$ cat config.mk
export PLATFORM = sky130hd
export DESIGN_NAME = sseg_io_regs
export DESIGN_NICKNAME = d
export VERILOG_FILES = /design/src/rtl/sseg_pkg.sv /design/src/rtl/bin2bcd_dd.sv /design/src/rtl/sseg_io_regs.sv
export SDC_FILE = /design/constraint.sdc
export NUM_CORES = 1
export LEC_CHECK = 0
export BUFFER_PORTS_ARGS = -buffer_cell sky130_fd_sc_hd__buf_4
export CELL_PAD_IN_SITES_DETAIL_PLACEMENT = 0
export CELL_PAD_IN_SITES_GLOBAL_PLACEMENT = 1
export CORE_MARGIN = 2
export CORE_UTILIZATION = 49
export CTS_CLUSTER_DIAMETER = 30
export DETAILED_ROUTE_END_ITERATION = 16
export PLACE_DENSITY = 0.83
export SETUP_SLACK_MARGIN = 0.5
export SLEW_MARGIN = 10
export SYNTH_ARGS = -nofsm -noshare
export SYNTH_HDL_FRONTEND = slang
export SYNTH_SLANG_ARGS = --single-unit
$ cat constraint.sdc
create_clock -name clk -period 10.05 [get_ports clk]
set_input_delay 2.01 -clock clk [delete_from_list [all_inputs] [get_ports clk]]
set_output_delay 2.01 -clock clk [all_outputs]
set_load 0.02 [all_outputs]
$ cat src/rtl/sseg_pkg.sv
// Shared constants, types and helpers for the seven-segment I/O register block.
package sseg_pkg;

    // Register word indices, matched against io_addr[3:2].
    localparam logic [1:0] ADDR_VALUE  = 2'd0;  // byte address 0x0
    localparam logic [1:0] ADDR_CTRL   = 2'd1;  // byte address 0x4
    localparam logic [1:0] ADDR_STATUS = 2'd2;  // byte address 0x8

    // Largest value shown in decimal mode; larger values saturate to 99999999.
    localparam logic [31:0] MAX_DEC = 32'd99999999;

    // Saturated display pattern.
    localparam logic [31:0] BCD_SAT = 32'h9999_9999;

    // STATUS register bit positions.
    localparam int STATUS_BUSY = 0;
    localparam int STATUS_OVF  = 1;

    // Double-dabble engine states.
    typedef enum logic [1:0] {
        ST_IDLE  = 2'd0,
        ST_SHIFT = 2'd1,
        ST_DONE  = 2'd2
    } dd_state_e;

    // Expand a 4-bit byte-enable into a 32-bit bit mask.
    function automatic logic [31:0] expand_mask(input logic [3:0] wmask);
        logic [31:0] m;
        for (int i = 0; i < 4; i++) begin
            m[8*i +: 8] = {8{wmask[i]}};
        end
        return m;
    endfunction

endpackage

$ cat src/rtl/bin2bcd_dd.sv
// Sequential double-dabble converter: 32-bit binary to 8-digit packed BCD.
// A start pulse always (re)loads the engine, discarding any conversion in
// flight; values above MAX_DEC skip the shift phase and report saturation.
module bin2bcd_dd #(
    parameter logic [31:0] MAX_DEC = sseg_pkg::MAX_DEC
) (
    input  logic        clk,
    input  logic        reset,
    input  logic        start,
    input  logic        abort,
    input  logic [31:0] bin_in,
    output logic        busy,
    output logic        done,
    output logic [31:0] bcd_out,
    output logic        ovf
);
    import sseg_pkg::*;

    dd_state_e   state;
    logic [31:0] bin_q;
    logic [31:0] bcd_q;
    logic [4:0]  cnt;
    logic [31:0] bcd_adj;

    // Add-3 correction on every BCD digit that is 5 or more before the shift.
    always_comb begin
        // NOTE: default assignment first so every path drives every bit and no latch is inferred.
        bcd_adj = bcd_q;
        for (int i = 0; i < 8; i++) begin
            if (bcd_q[4*i +: 4] >= 4'd5) begin
                bcd_adj[4*i +: 4] = bcd_q[4*i +: 4] + 4'd3;
            end
        end
    end

    // Conversion FSM: load on start, 32 shift steps, one DONE cycle.
    always_ff @(posedge clk or posedge reset) begin
        // NOTE: state registers use non-blocking assignments so every flop samples pre-edge values.
        if (reset) begin
            state <= ST_IDLE;
            bin_q <= '0;
            bcd_q <= '0;
            cnt   <= '0;
            ovf   <= 1'b0;
        end else if (start) begin
            cnt <= '0;
            if (bin_in > MAX_DEC) begin
                bin_q <= '0;
                bcd_q <= BCD_SAT;
                ovf   <= 1'b1;
                state <= ST_DONE;
            end else begin
                bin_q <= bin_in;
                bcd_q <= '0;
                ovf   <= 1'b0;
                state <= ST_SHIFT;
            end
        end else if (abort) begin
            state <= ST_IDLE;
        end else begin
            case (state)
                ST_SHIFT: begin
                    {bcd_q, bin_q} <= {bcd_adj, bin_q} << 1;
                    cnt            <= cnt + 5'd1;
                    if (cnt == 5'd31) begin
                        state <= ST_DONE;
                    end
                end
                ST_DONE: state <= ST_IDLE;
                default: state <= ST_IDLE;
            endcase
        end
    end

    assign busy    = (state != ST_IDLE);
    assign done    = (state == ST_DONE);
    assign bcd_out = bcd_q;

endmodule

$ cat src/rtl/sseg_io_regs.sv
// Memory-mapped VALUE/CTRL/STATUS registers feeding the seven-segment scanner.
// In hex mode num mirrors VALUE; in decimal mode num receives the BCD result
// of the double-dabble engine, updated only when a conversion completes.
module sseg_io_regs #(
    parameter int          ADDR_W  = 4,
    parameter logic [31:0] MAX_DEC = sseg_pkg::MAX_DEC
) (
    input  logic              clk,
    input  logic              reset,
    input  logic              io_wr_en,
    input  logic              io_rd_en,
    input  logic [ADDR_W-1:0] io_addr,
    input  logic [31:0]       io_wdata,
    input  logic [3:0]        io_wmask,
    output logic [31:0]       io_rdata,
    output logic [31:0]       num
);
    import sseg_pkg::*;

    logic [31:0] value_reg;
    logic        dec;
    logic        ovf_reg;

    logic [1:0]  word_sel;
    logic [31:0] merged;
    logic        wr_value;
    logic        wr_ctrl;
    logic        dec_rise;
    logic        dec_fall;

    logic        eng_start;
    logic        eng_abort;
    logic [31:0] eng_bin;
    logic        eng_busy;
    logic        eng_done;
    logic [31:0] eng_bcd;
    logic        eng_ovf;

    // Byte offset within a word carries no meaning for this block.
    logic        unused_addr;
    assign unused_addr = ^io_addr[1:0];

    assign word_sel = io_addr[3:2];
    assign merged   = (value_reg & ~expand_mask(io_wmask)) | (io_wdata & expand_mask(io_wmask));
    assign wr_value = io_wr_en && (word_sel == ADDR_VALUE);
    assign wr_ctrl  = io_wr_en && (word_sel == ADDR_CTRL) && io_wmask[0];
    assign dec_rise = wr_ctrl && io_wdata[0] && !dec;
    assign dec_fall = wr_ctrl && !io_wdata[0] && dec;

    // Entering decimal mode converts whatever VALUE already holds.
    assign eng_start = (wr_value && dec) || dec_rise;
    assign eng_bin   = dec_rise ? value_reg : merged;
    assign eng_abort = dec_fall;

    bin2bcd_dd #(
        .MAX_DEC (MAX_DEC)
    ) u_bin2bcd (
        .clk     (clk),
        .reset   (reset),
        .start   (eng_start),
        .abort   (eng_abort),
        .bin_in  (eng_bin),
        .busy    (eng_busy),
        .done    (eng_done),
        .bcd_out (eng_bcd),
        .ovf     (eng_ovf)
    );

    // VALUE and CTRL register writes.
    always_ff @(posedge clk or posedge reset) begin
        if (reset) begin
            value_reg <= '0;
            dec       <= 1'b0;
        end else begin
            if (wr_value) begin
                value_reg <= merged;
            end
            if (wr_ctrl) begin
                dec <= io_wdata[0];
            end
        end
    end

    // Display value and overflow flag; a restart in the same edge suppresses a stale result.
    always_ff @(posedge clk or posedge reset) begin
        if (reset) begin
            num     <= '0;
            ovf_reg <= 1'b0;
        end else if (wr_value && !dec) begin
            num     <= merged;
            ovf_reg <= 1'b0;
        end else if (dec_fall) begin
            num     <= value_reg;
            ovf_reg <= 1'b0;
        end else if (eng_done && !eng_start) begin
            num     <= eng_bcd;
            ovf_reg <= eng_ovf;
        end
    end

    // Registered read port; returns pre-write contents on a simultaneous write.
    always_ff @(posedge clk or posedge reset) begin
        if (reset) begin
            io_rdata <= '0;
        end else if (io_rd_en) begin
            case (word_sel)
                ADDR_VALUE:  io_rdata <= value_reg;
                ADDR_CTRL:   io_rdata <= {31'b0, dec};
                ADDR_STATUS: begin
                    io_rdata              <= '0;
                    io_rdata[STATUS_BUSY] <= eng_busy;
                    io_rdata[STATUS_OVF]  <= ovf_reg;
                end
                default:     io_rdata <= '0;
            endcase
        end
    end

endmodule

==> Word level (Yosys, flattened, before mapping) <==
Index checks and enable logic that the tools add are counted.
W data, S select, Z words.
{ "op_classes": {"add_sub_neg": 9, "n_mul": 0, "div": 0, "n_lt_le_gt_ge": 9, "n_eq_ne": 7, "n_shift": 0, "n_mux": 33, "bitwise": 4, "n_reduce_logical": 19} }
{ "ops": {"columns": ["operator", "count"], "rows": [
  ["$mux W32", 12],
  ["$pmux W32 S3", 1],
  ["$and A32 B32 Y32", 2],
  ["$ge A4 B3 Y1 const B", 8],
  ["$gt A32 B27 Y1 const B", 1],
  ["$not A32 Y32", 1],
  ["$or A32 B32 Y32", 1],
  ["$add A4 B2 Y4 const B", 7],
  ["$mux W4", 7],
  ["$mux W5", 3],
  ["$logic_and A1 B1 Y1", 10],
  ["$mux W2", 5],
  ["$add A5 B1 Y5 const B", 1],
  ["$eq A5 B5 Y1 const B", 1],
  ["$eq A2 B1 Y1 const B", 2],
  ["$eq A2 B2 Y1 const B", 2],
  ["$mux W1", 4],
  ["$ne A4 B3 Y1 const B", 1],
  ["$reduce_bool A2 Y1", 2],
  ["$add A3 B2 Y3 const B", 1],
  ["$logic_not A1 Y1", 3],
  ["$mux W3", 1],
  ["$reduce_bool A3 Y1", 1],
  ["$logic_not A2 Y1", 1],
  ["other kinds (3)", 3]
]} }
{ "word_totals": {"reg_bits": 170, "latchBits": 0, "mem_bits_rw": 0, "mem_bits_ro": 0, "input_bits": 44, "mem_count": 0} }

==> Longest topological paths before layout <==
Gate-level depths: netlist of run 1.
{ "depth": {"ltp_word": 11, "mapped_depth": 10} }

==> Cells and area by module <==
From an unflattened synthesis of run 1, not the netlist that was laid out.
{ "unflattened": {"cells_unflattened": 801, "area_unflattened_um2": 8785.9} }
{ "by_module_without_submodules": {"columns": ["module", "instances", "cells_per_inst", "area_per_inst_um2"], "rows": [
  ["sseg_io_regs", 1, 426, 4879.7],
  ["bin2bcd_dd", 1, 375, 3906.2]
]} }

==> Least setup slack after synthesis of run 1 <==
Ideal clock, no wire load.
{ "synth_timing": {"path_type": "input to register", "startpoint": "input io_addr[3]", "endpoint": "register num[19]", "t_arrival_ns": 3.745, "required_time_ns": 9.923, "path_slack_ns": 6.178, "path_stages": 9, "path_cell_list": "buf_2 -> nand4b_4 -> or3b_1 -> buf_2 -> nand2_2 -> or2_1 -> buf_6 -> buf_12 -> mux2_1"} }
{ "synth_between": {"elab_chain_cells": 9, "word_cells_on_any_way": 17, "classes_between": "eq/ne: 1; mux: 2; reduce/logical: 14"} }
{ "synth_lines": {"columns": ["element", "line_no", "rtl"], "rows": [
  ["start: declaration", "sseg_io_regs.sv:12", "input logic [ADDR_W-1:0] io_addr,"],
  ["$eq A2 B1 Y1", "sseg_io_regs.sv:46", "assign wr_ctrl = io_wr_en && (word_sel == ADDR_CTRL) && io_wmask[0];"],
  ["$logic_and A1 B1 Y1 (2 in series)", "sseg_io_regs.sv:46", null],
  ["$logic_and A1 B1 Y1 (2 in series)", "sseg_io_regs.sv:47", "assign dec_rise = wr_ctrl && io_wdata[0] && !dec;"],
  ["$logic_or A1 B1 Y1", "sseg_io_regs.sv:51", "assign eng_start = (wr_value && dec) || dec_rise;"],
  ["$logic_not A1 Y1", "sseg_io_regs.sv:95", "end else if (eng_done && !eng_start) begin"],
  ["$logic_and A1 B1 Y1", "sseg_io_regs.sv:95", null],
  ["$reduce_bool A3 Y1 (no source line)", null, null],
  ["end signal: assignment", "sseg_io_regs.sv:90", "num <= merged;"],
  ["end signal: assignment", "sseg_io_regs.sv:93", "num <= value_reg;"],
  ["end signal: assignment", "sseg_io_regs.sv:96", "num <= eng_bcd;"],
  ["end: declaration", "sseg_io_regs.sv:16", "output logic [31:0] num"]
]} }
Parallel ways exist; a longest one is shown, timed or not.
A chain may end at the register's enable or synchronous reset.

==> Final worst setup path of run 1 <==
Same ends and word-level chain as after synthesis.

==> metrics.sh, run 1 <==
LEADING_CELL_TYPES_BY_COUNT_AFTER_SYNTHESIS='sky130_fd_sc_hd__dfrtp_1, sky130_fd_sc_hd__nand2_1, sky130_fd_sc_hd__a21oi_1'
PEAKVDDDROP_V=0.000141
TOTAL_STANDARD_CELL_AREA_AFTER_SYNTHESIS_UM2=8850
CLK_LATENCY_NS=0.43
DIE_WIDTH_UM=138
SYNTH_SEQUENTIAL_AREA_RATIO=0.481
FINAL-HOLD-VIOLATION-COUNT=0
HOLD-PATH-CELL-COUNT=2
RSZ0062_AT_GRT='false'
SYNTH.NET_COUNT=981
PLACE_CONGESTION=0.813
FP.DIEAREA_UM2=19200
PIN_COUNT_OF_THE_BIGGEST_NET_ENTERING_GLOBAL_ROUTING=104
TIMING.SETUP.CRITICAL_PATH_CLASS='primary input to flop'
FINAL.MIN_CLOCK_PERIOD_NS=4.95
TRITONCTS_NUM_SINKS=170
WORST_SETUP_HOLD_PATH_CLK_SLEW_NS=0.06
POST-SYNTH-TOP-COUNT-CELL='sky130_fd_sc_hd__dfrtp_1'
DIE_Y_UM=138
SETUP-TNS-FINAL_NS=0
CP_DATA_ARRIVAL_TIME_NS=5.26
HOLDWS_NS=0.477
SYNTH.TOP_CELL.AREA_SHARE=0.481
POSTCTSHOLDBUFS=0
CLOCK_SKEW_NS=0.00886
CTS_TREE='built'
WORSTPATHMAXFANOUT=32
TOTAL_VIA_COUNT_IN_THE_ROUTED_DESIGN=6928
LAYOUT_WORST_PATH_CYCLE_SHARE=0.493
CTS-HTREE-LEVELS=4
TIGHTEST_SLEW_NS=0.944
TIMING.MAX_CAP.VIOLATIONS=0
MIN-DELAY-PATH-CLASS='flop to flop'
FIRST_DRT_PASS_ITERATION_COUNT=5
CORE_UM2=17800
POSTSYNTHREGISTERBITS=170
POST-ROUTE-DRC-COUNT=0
INITIAL_UTILIZATION=0.496
ROW_COUNT=49
POWER_LEAKAGE_nW=4.83
SYNTH-EDFF-COUNT=0
DP_HPWL_UM=14600
SYNTH_TOP_CELLS_BY_AREA='sky130_fd_sc_hd__dfrtp_1, sky130_fd_sc_hd__mux2i_1, sky130_fd_sc_hd__nand2_1, sky130_fd_sc_hd__a21oi_1, sky130_fd_sc_hd__o21ai_0'
SYN2LAYOUT_AREA_GROWTH_PCT=16.9
SYN_AREA_PER_CELL_UM2=9.63
FINAL_LAYOUT_SIZE_SUFFIX_GT1_FRAC=0.186
SYNTH.LIB_CELLS_USED.DISTINCT=56
FINALWIRELENGTH_UM=22000
SYNTHESIS.YOSYS.WARNINGS=0
IO_PINS=108
NUMBER_OF_GLOBAL_ROUTE_VIAS_BEFORE_REPAIR=6810
POSTSYNTH.ASYNCRESETSHARE=1.00
GRT_ANTENNA_BEFORE_REPAIR=0
SETUP.WORST_PATH.END_CLASS='flop'
RR_WORST_DEPTH=5
WORSTPATHREQUIRED_NS=10.36
SYNTHESIS.INSTANCES=919
OVERFLOW=0
CTS.ROOT.BUFFER_CELL='sky130_fd_sc_hd__clkbuf_16'
WIRE_LENGTH_OF_THE_FIRST_GLOBAL_ROUTING_PASS_UM=36000
FINISH.NET_COUNT=1060
ROUTEDWLPERCELL_UM=17.8
OUTCOME='finished clean'
SLEW_HEADROOM=0.371
QUANTITY_OF_GATES_RESIZED_FOLLOWING_CTS=0
CTS_SETUP_BUFFERS=0
VIA_PER_INST=5.59
TRITONCTS.NUM_BUFFERS=17
CRIT_PATH_START_KIND='primary input'
MAXCLOCKFREQUENCY_MHz=202
TOTAL_GLOBAL_ROUTE_TRACK_USAGE=0.233
SYNTH_FLOP_CELL='sky130_fd_sc_hd__dfrtp_1'
REPORT.FINAL.SETUP_VIOL=0
CLOCK_TREE.BUFFER_DEPTH=2
FILL_CELLS=1572
DRTANTENNAVIOLNETS=0
SYNTH.LARGEST_AREA_CELL='sky130_fd_sc_hd__dfrtp_1'
PORTBUFFERS=105
ANTENNA-DIODE-COUNT=0
DRV_SLEW=0
INITIALDRTVIOLATIONCOUNT=470
POWER.DENSITY_CELL_AREA_nW_PER_UM2=247
[metal layers]
| layer | track usage | vias to the layer above | share of wire |
|---|---|---|---|
| li1 | - | 3348 | - |
| met3 | 0.0339 | 18 | 0.039 |
| met2 | 0.374 | 152 | 0.46 |
| met1 | 0.333 | 3410 | 0.49 |
| met4 | 0.0612 | 0 | 0.011 |
| met5 | 0 | - | 0 |
[layout by cell type, fill, tap and decap left out, types with 19 or more instances in the layout]
master                    netlist  final
sky130_fd_sc_hd__a21oi_1       85     85
sky130_fd_sc_hd__buf_4          3    112
sky130_fd_sc_hd__dfrtp_1      170    170
sky130_fd_sc_hd__inv_1         80     79
sky130_fd_sc_hd__mux2_4        27     27
sky130_fd_sc_hd__mux2i_1       53     53
sky130_fd_sc_hd__nand2_1      135    135
sky130_fd_sc_hd__o21ai_0       83     83
sky130_fd_sc_hd__o21ai_1       19     19
sky130_fd_sc_hd__o22ai_1       53     53
[cells by family (layout without fill, tap and decap cells)]
family                   after synthesis  count (layout)  synth area share
buffers and inverters                132             224            0.0684
AND/OR/NAND/NOR                      211             211             0.110
adder cells (fa/ha/maj)               18              18            0.0254
multiplexers                          91              91             0.120
AO/OA/AOI/OAI                        286             286             0.185
flip-flops                           170             170             0.481
XOR/XNOR                              11              11            0.0109
[worst max-delay path, cell delays in order]
cell	delay, ns
sky130_fd_sc_hd__buf_4	0.15
sky130_fd_sc_hd__nand4b_4	0.30
sky130_fd_sc_hd__or3b_1	0.67
sky130_fd_sc_hd__nand2_2	0.64
sky130_fd_sc_hd__or2_2	0.66
sky130_fd_sc_hd__buf_4	0.44
sky130_fd_sc_hd__mux2_1	0.36
[report_power, final]
| part | total [W] | switching (W) | leakage (nW) | internal (W) |
|---|---|---|---|---|
| Clock | 0.000731 | 0.000277 | 0.313 | 0.000454 |
| Combinational | 0.000781 | 0.000401 | 2.37 | 0.000380 |
| Sequential | 0.00104 | 0.000180 | 2.14 | 0.000857 |
| Total | 0.00255 | 0.000858 | 4.83 | 0.00169 |
[path summary, 6_finish.rpt]
check | slack [ns] | startpoint | to
min in group asynchronous | 1.78 | reset | io_rdata[31]
max in group asynchronous | 6.86 | reset | value_reg[2]
worst max-delay path | 5.10 | io_addr[3] | num[19]
worst min-delay path | 0.48 | value_reg[6] | io_rdata[6]
worst max register to register | 6.77 | dec | num[19]
worst min register to register | 0.48 | value_reg[6] | io_rdata[6]
[through the flow]
stage               cell area [um^2]  instances   util  worst slack, ns  power, W
global placement                9690       1208  0.543             4.72   0.00180
detailed placement              9690       1208  0.543             4.66   0.00183
finish                         10300       1240  0.580             5.10   0.00255
global route                   10300       1240  0.580             4.99   0.00271
floorplan                       8850        919      -             3.44   0.00156
CTS                            10300       1240  0.580             5.10   0.00256
[area by class of cell]
type / instances / area (um^2) / area share
Timing Repair Buffer: 112 / 841 / 0.0813
Sequential cell: 170 / 4250 / 0.411
Clock buffer: 21 / 460 / 0.0445
Clock inverter: 11 / 193 / 0.0186
Tap cell: 229 / 287 / 0.0277
Inverter: 80 / 305 / 0.0295
Multi-Input combinational cell: 617 / 4000 / 0.387
Power figures use the tool's default switching activity.
==> run 2: changes to the inputs <==
Settings changed: ABC_AREA set to 1, CORE_UTILIZATION 49 to 44, PLACE_DENSITY 0.83 to 0.78.
Clock period 10.05 ns to 4.9 ns, I/O delays scaled along.
==> run 2 against run 1 <==
Against the previous run:
- worst hold slack got worse by 0.00062 ns
- synthesized cell count rose by 30%
- cell count up 25%
- largest power group unchanged
==> metrics.sh, run 2 <==
MIN-DELAY-PATH-CLASS='flop to flop'
GRT_ANTENNA_BEFORE_REPAIR=0
INITIAL_UTILIZATION=0.444
MULTIINPUTGATEAREA_UM2=4150
ROUTEDWLPERCELL_UM=17.2
MAXCLOCKFREQUENCY_MHz=284
TOTAL_STANDARD_CELL_AREA_AFTER_SYNTHESIS_UM2=9280
AREA_OF_ALL_SEQUENTIAL_STANDARD_CELLS_UM2=4250
WIRE_LENGTH_OF_THE_FIRST_GLOBAL_ROUTING_PASS_UM=42700
SYNTHESIS.INSTANCES=1194
ROW_COUNT=53
CTS_TREE='built'
HOLD-PATH-CELL-COUNT=2
SYNTH.LARGEST_AREA_CELL='sky130_fd_sc_hd__dfrtp_1'
LAYOUT.CELLS.MOST_COMMON_LIST='sky130_fd_sc_hd__nand2_1, sky130_fd_sc_hd__o21ai_0, sky130_fd_sc_hd__dfrtp_1'
CTS_SETUP_BUFFERS=0
CORE_UM2=20900
DRTANTENNAVIOLNETS=0
QUANTITY_OF_GATES_RESIZED_FOLLOWING_CTS=0
VIA_PER_INST=5.32
DP_HPWL_UM=17700
SYNTH_TOP_CELLS_BY_AREA='sky130_fd_sc_hd__dfrtp_1, sky130_fd_sc_hd__nand2_1, sky130_fd_sc_hd__o21ai_0, sky130_fd_sc_hd__inv_1, sky130_fd_sc_hd__nand3_1'
CRIT_PATH_START_KIND='primary input'
POWER_LEAKAGE_nW=5.29
SYNTH_SEQUENTIAL_AREA_RATIO=0.459
HOLDWS_NS=0.477
PIN_COUNT_OF_THE_BIGGEST_NET_ENTERING_GLOBAL_ROUTING=171
ANTENNA-DIODE-COUNT=0
R2R-END='u_bin2bcd.bcd_out[0]'
POST-PLACE-CELLS=1518
POSTSYNTHREGISTERBITS=170
FINAL_LAYOUT_SIZE_SUFFIX_GT1_FRAC=0.150
WORSTPATHMAXFANOUT=46
CLK_LATENCY_NS=0.44
CP_DATA_ARRIVAL_TIME_NS=3.80
DIE_WIDTH_UM=149
TRITONCTS.NUM_BUFFERS=17
INITIALDRTVIOLATIONCOUNT=662
TIMING.MAX_CAP.VIOLATIONS=0
SYNTH.LIB_CELLS_USED.DISTINCT=39
SETUP-TNS-FINAL_NS=0
NUMBER_OF_GLOBAL_ROUTE_VIAS_BEFORE_REPAIR=7579
CLOCK_SKEW_NS=0.00727
CTS-HTREE-LEVELS=4
LAYOUT_WORST_PATH_CYCLE_SHARE=0.718
CLOCK_TREE.BUFFER_DEPTH=2
OUTCOME='finished clean'
POST_LAYOUT_NONFILLER_INSTANCES=1550
SYN2LAYOUT_AREA_GROWTH_PCT=17.4
TIGHTEST_SLEW_NS=1.11
SETUP_WS_NS=1.38
REG2REG_SETUP_SLACK_NS=1.80
SYN_AREA_PER_CELL_UM2=7.77
FINAL-HOLD-VIOLATION-COUNT=0
FINALWIRELENGTH_UM=26600
FP.DIEAREA_UM2=22300
FINAL.MIN_CLOCK_PERIOD_NS=3.52
POSTCTSHOLDBUFS=0
LEADING_CELL_TYPES_BY_COUNT_AFTER_SYNTHESIS='sky130_fd_sc_hd__nand2_1, sky130_fd_sc_hd__o21ai_0, sky130_fd_sc_hd__dfrtp_1'
PEAKVDDDROP_V=0.000228
TOTAL_VIA_COUNT_IN_THE_ROUTED_DESIGN=8249
FINISH.NET_COUNT=1324
SLEW_HEADROOM=0.263
SETUP.WORST_PATH.END_CLASS='flop'
POSTSYNTH.ASYNCRESETSHARE=1.00
POWER.DENSITY_CELL_AREA_nW_PER_UM2=485
TRITONCTS_NUM_SINKS=170
DIE_Y_UM=149
IO_PINS=108
POST-ROUTE-DRC-COUNT=0
SYNTHESIS.YOSYS.WARNINGS=0
SYNTH_FLOP_CELL='sky130_fd_sc_hd__dfrtp_1'
HOLD_PATH_END='u_bin2bcd.bin_q[30]'
REG2REG_FROM='dec'
SYNTH.TOP_CELL.AREA_SHARE=0.459
SYNTH.NET_COUNT=1256
CTS.ROOT.BUFFER_CELL='sky130_fd_sc_hd__clkbuf_16'
WORSTPATHREQUIRED_NS=5.18
RR_WORST_DEPTH=12
RSZ0062_AT_GRT='false'
FIRST_DRT_PASS_ITERATION_COUNT=5
WORST_SETUP_HOLD_PATH_CLK_SLEW_NS=0.07
SYNTH-EDFF-COUNT=0
TOTAL_GLOBAL_ROUTE_TRACK_USAGE=0.248
TIMING.SETUP.CRITICAL_PATH_CLASS='primary input to flop'
REPORT.FINAL.SETUP_VIOL=0
DRV_SLEW=0
FINAL_COMMON_CELL='sky130_fd_sc_hd__nand2_1'
PLACE_CONGESTION=0.849
OVERFLOW=0
HOLD_PATH_STARTPOINT='u_bin2bcd.bin_q[30]'
PLACEMENT.SETUP.WORST_SLACK_NS=0.948
FILL_CELLS=2081
PORTBUFFERS=105
POST-SYNTH-TOP-COUNT-CELL='sky130_fd_sc_hd__nand2_1'
run 2: report_power, final:
group / leakage [nW] / internal [W] / switching, W
clock network: 0.321 / 0.000922 / 0.000620
logic: 2.79 / 0.000661 / 0.00107
registers: 2.18 / 0.00174 / 0.000272
total: 5.29 / 0.00333 / 0.00196
run 2: per-layer routing:
layer  global-route usage  routed length (um)  up-vias  share of wire
met5                    0                   0        -              0
met4               0.0624                 361        0          0.014
met3               0.0425                1490       24          0.056
met2                0.358               11300      230           0.42
met1                0.384               13500     3903           0.51
li1                     -                   -     4092              -
run 2: final cells by class:
cell class              count  area share
repair buffers            120      0.0850
well taps                 275      0.0316
multi-input cells         807       0.381
clock buffers              18      0.0394
clock inverters            14      0.0216
flip-flops and latches    170       0.391
inverters                 146      0.0507
run 2: how the worst max path moves through the flow:
stage,endpoint,slack (ns),cells after the start,from
6_report,u_bin2bcd.bcd_out[0],1.38,14,io_wmask[0]
5_1_grt,u_bin2bcd.bcd_out[11],1.14,14,io_wmask[0]
4_1_cts,u_bin2bcd.bcd_out[0],1.40,14,io_wmask[0]
3_5_place_dp,u_bin2bcd.bcd_out[0],0.95,14,io_wmask[0]
3_3_place_gp,u_bin2bcd.bcd_out[11],0.98,14,io_wmask[0]
2_1_floorplan,dec,1.75,1,reset
run 2: critical path, cell delays in order:
cell,delay (ns)
sky130_fd_sc_hd__buf_4,0.20
sky130_fd_sc_hd__nand2_2,0.13
sky130_fd_sc_hd__nor2_8,0.31
sky130_fd_sc_hd__nand3_4,0.50
sky130_fd_sc_hd__inv_2,0.26
sky130_fd_sc_hd__nand2_1,0.06
sky130_fd_sc_hd__o21ai_0,0.15
sky130_fd_sc_hd__nand2_1,0.10
sky130_fd_sc_hd__nand2_1,0.09
sky130_fd_sc_hd__nor2_2,0.06
sky130_fd_sc_hd__nor2_8,0.34
sky130_fd_sc_hd__nand2_2,0.12
sky130_fd_sc_hd__nand2_4,0.27
sky130_fd_sc_hd__o221ai_1,0.18
run 2: stage by stage:
stage | instance area, um^2 | utilization | total power [W]
finish | 10900 | 0.521 | 0.00529
global route | 10900 | 0.521 | 0.00562
CTS | 10900 | 0.521 | 0.00531
global placement | 10200 | 0.489 | 0.00373
detailed placement | 10200 | 0.489 | 0.00375
floorplan | 9280 | - | 0.00311
run 2: kinds of logic after synthesis:
| kind of cell | count (synthesis) | share of synthesized area |
|---|---|---|
| mux | 1 | 0.00121 |
| compound gates | 304 | 0.184 |
| buf+inv | 217 | 0.0963 |
| xor+xnor | 15 | 0.0142 |
| fa+ha+maj | 18 | 0.0243 |
| flops | 170 | 0.459 |
| simple gates | 469 | 0.221 |
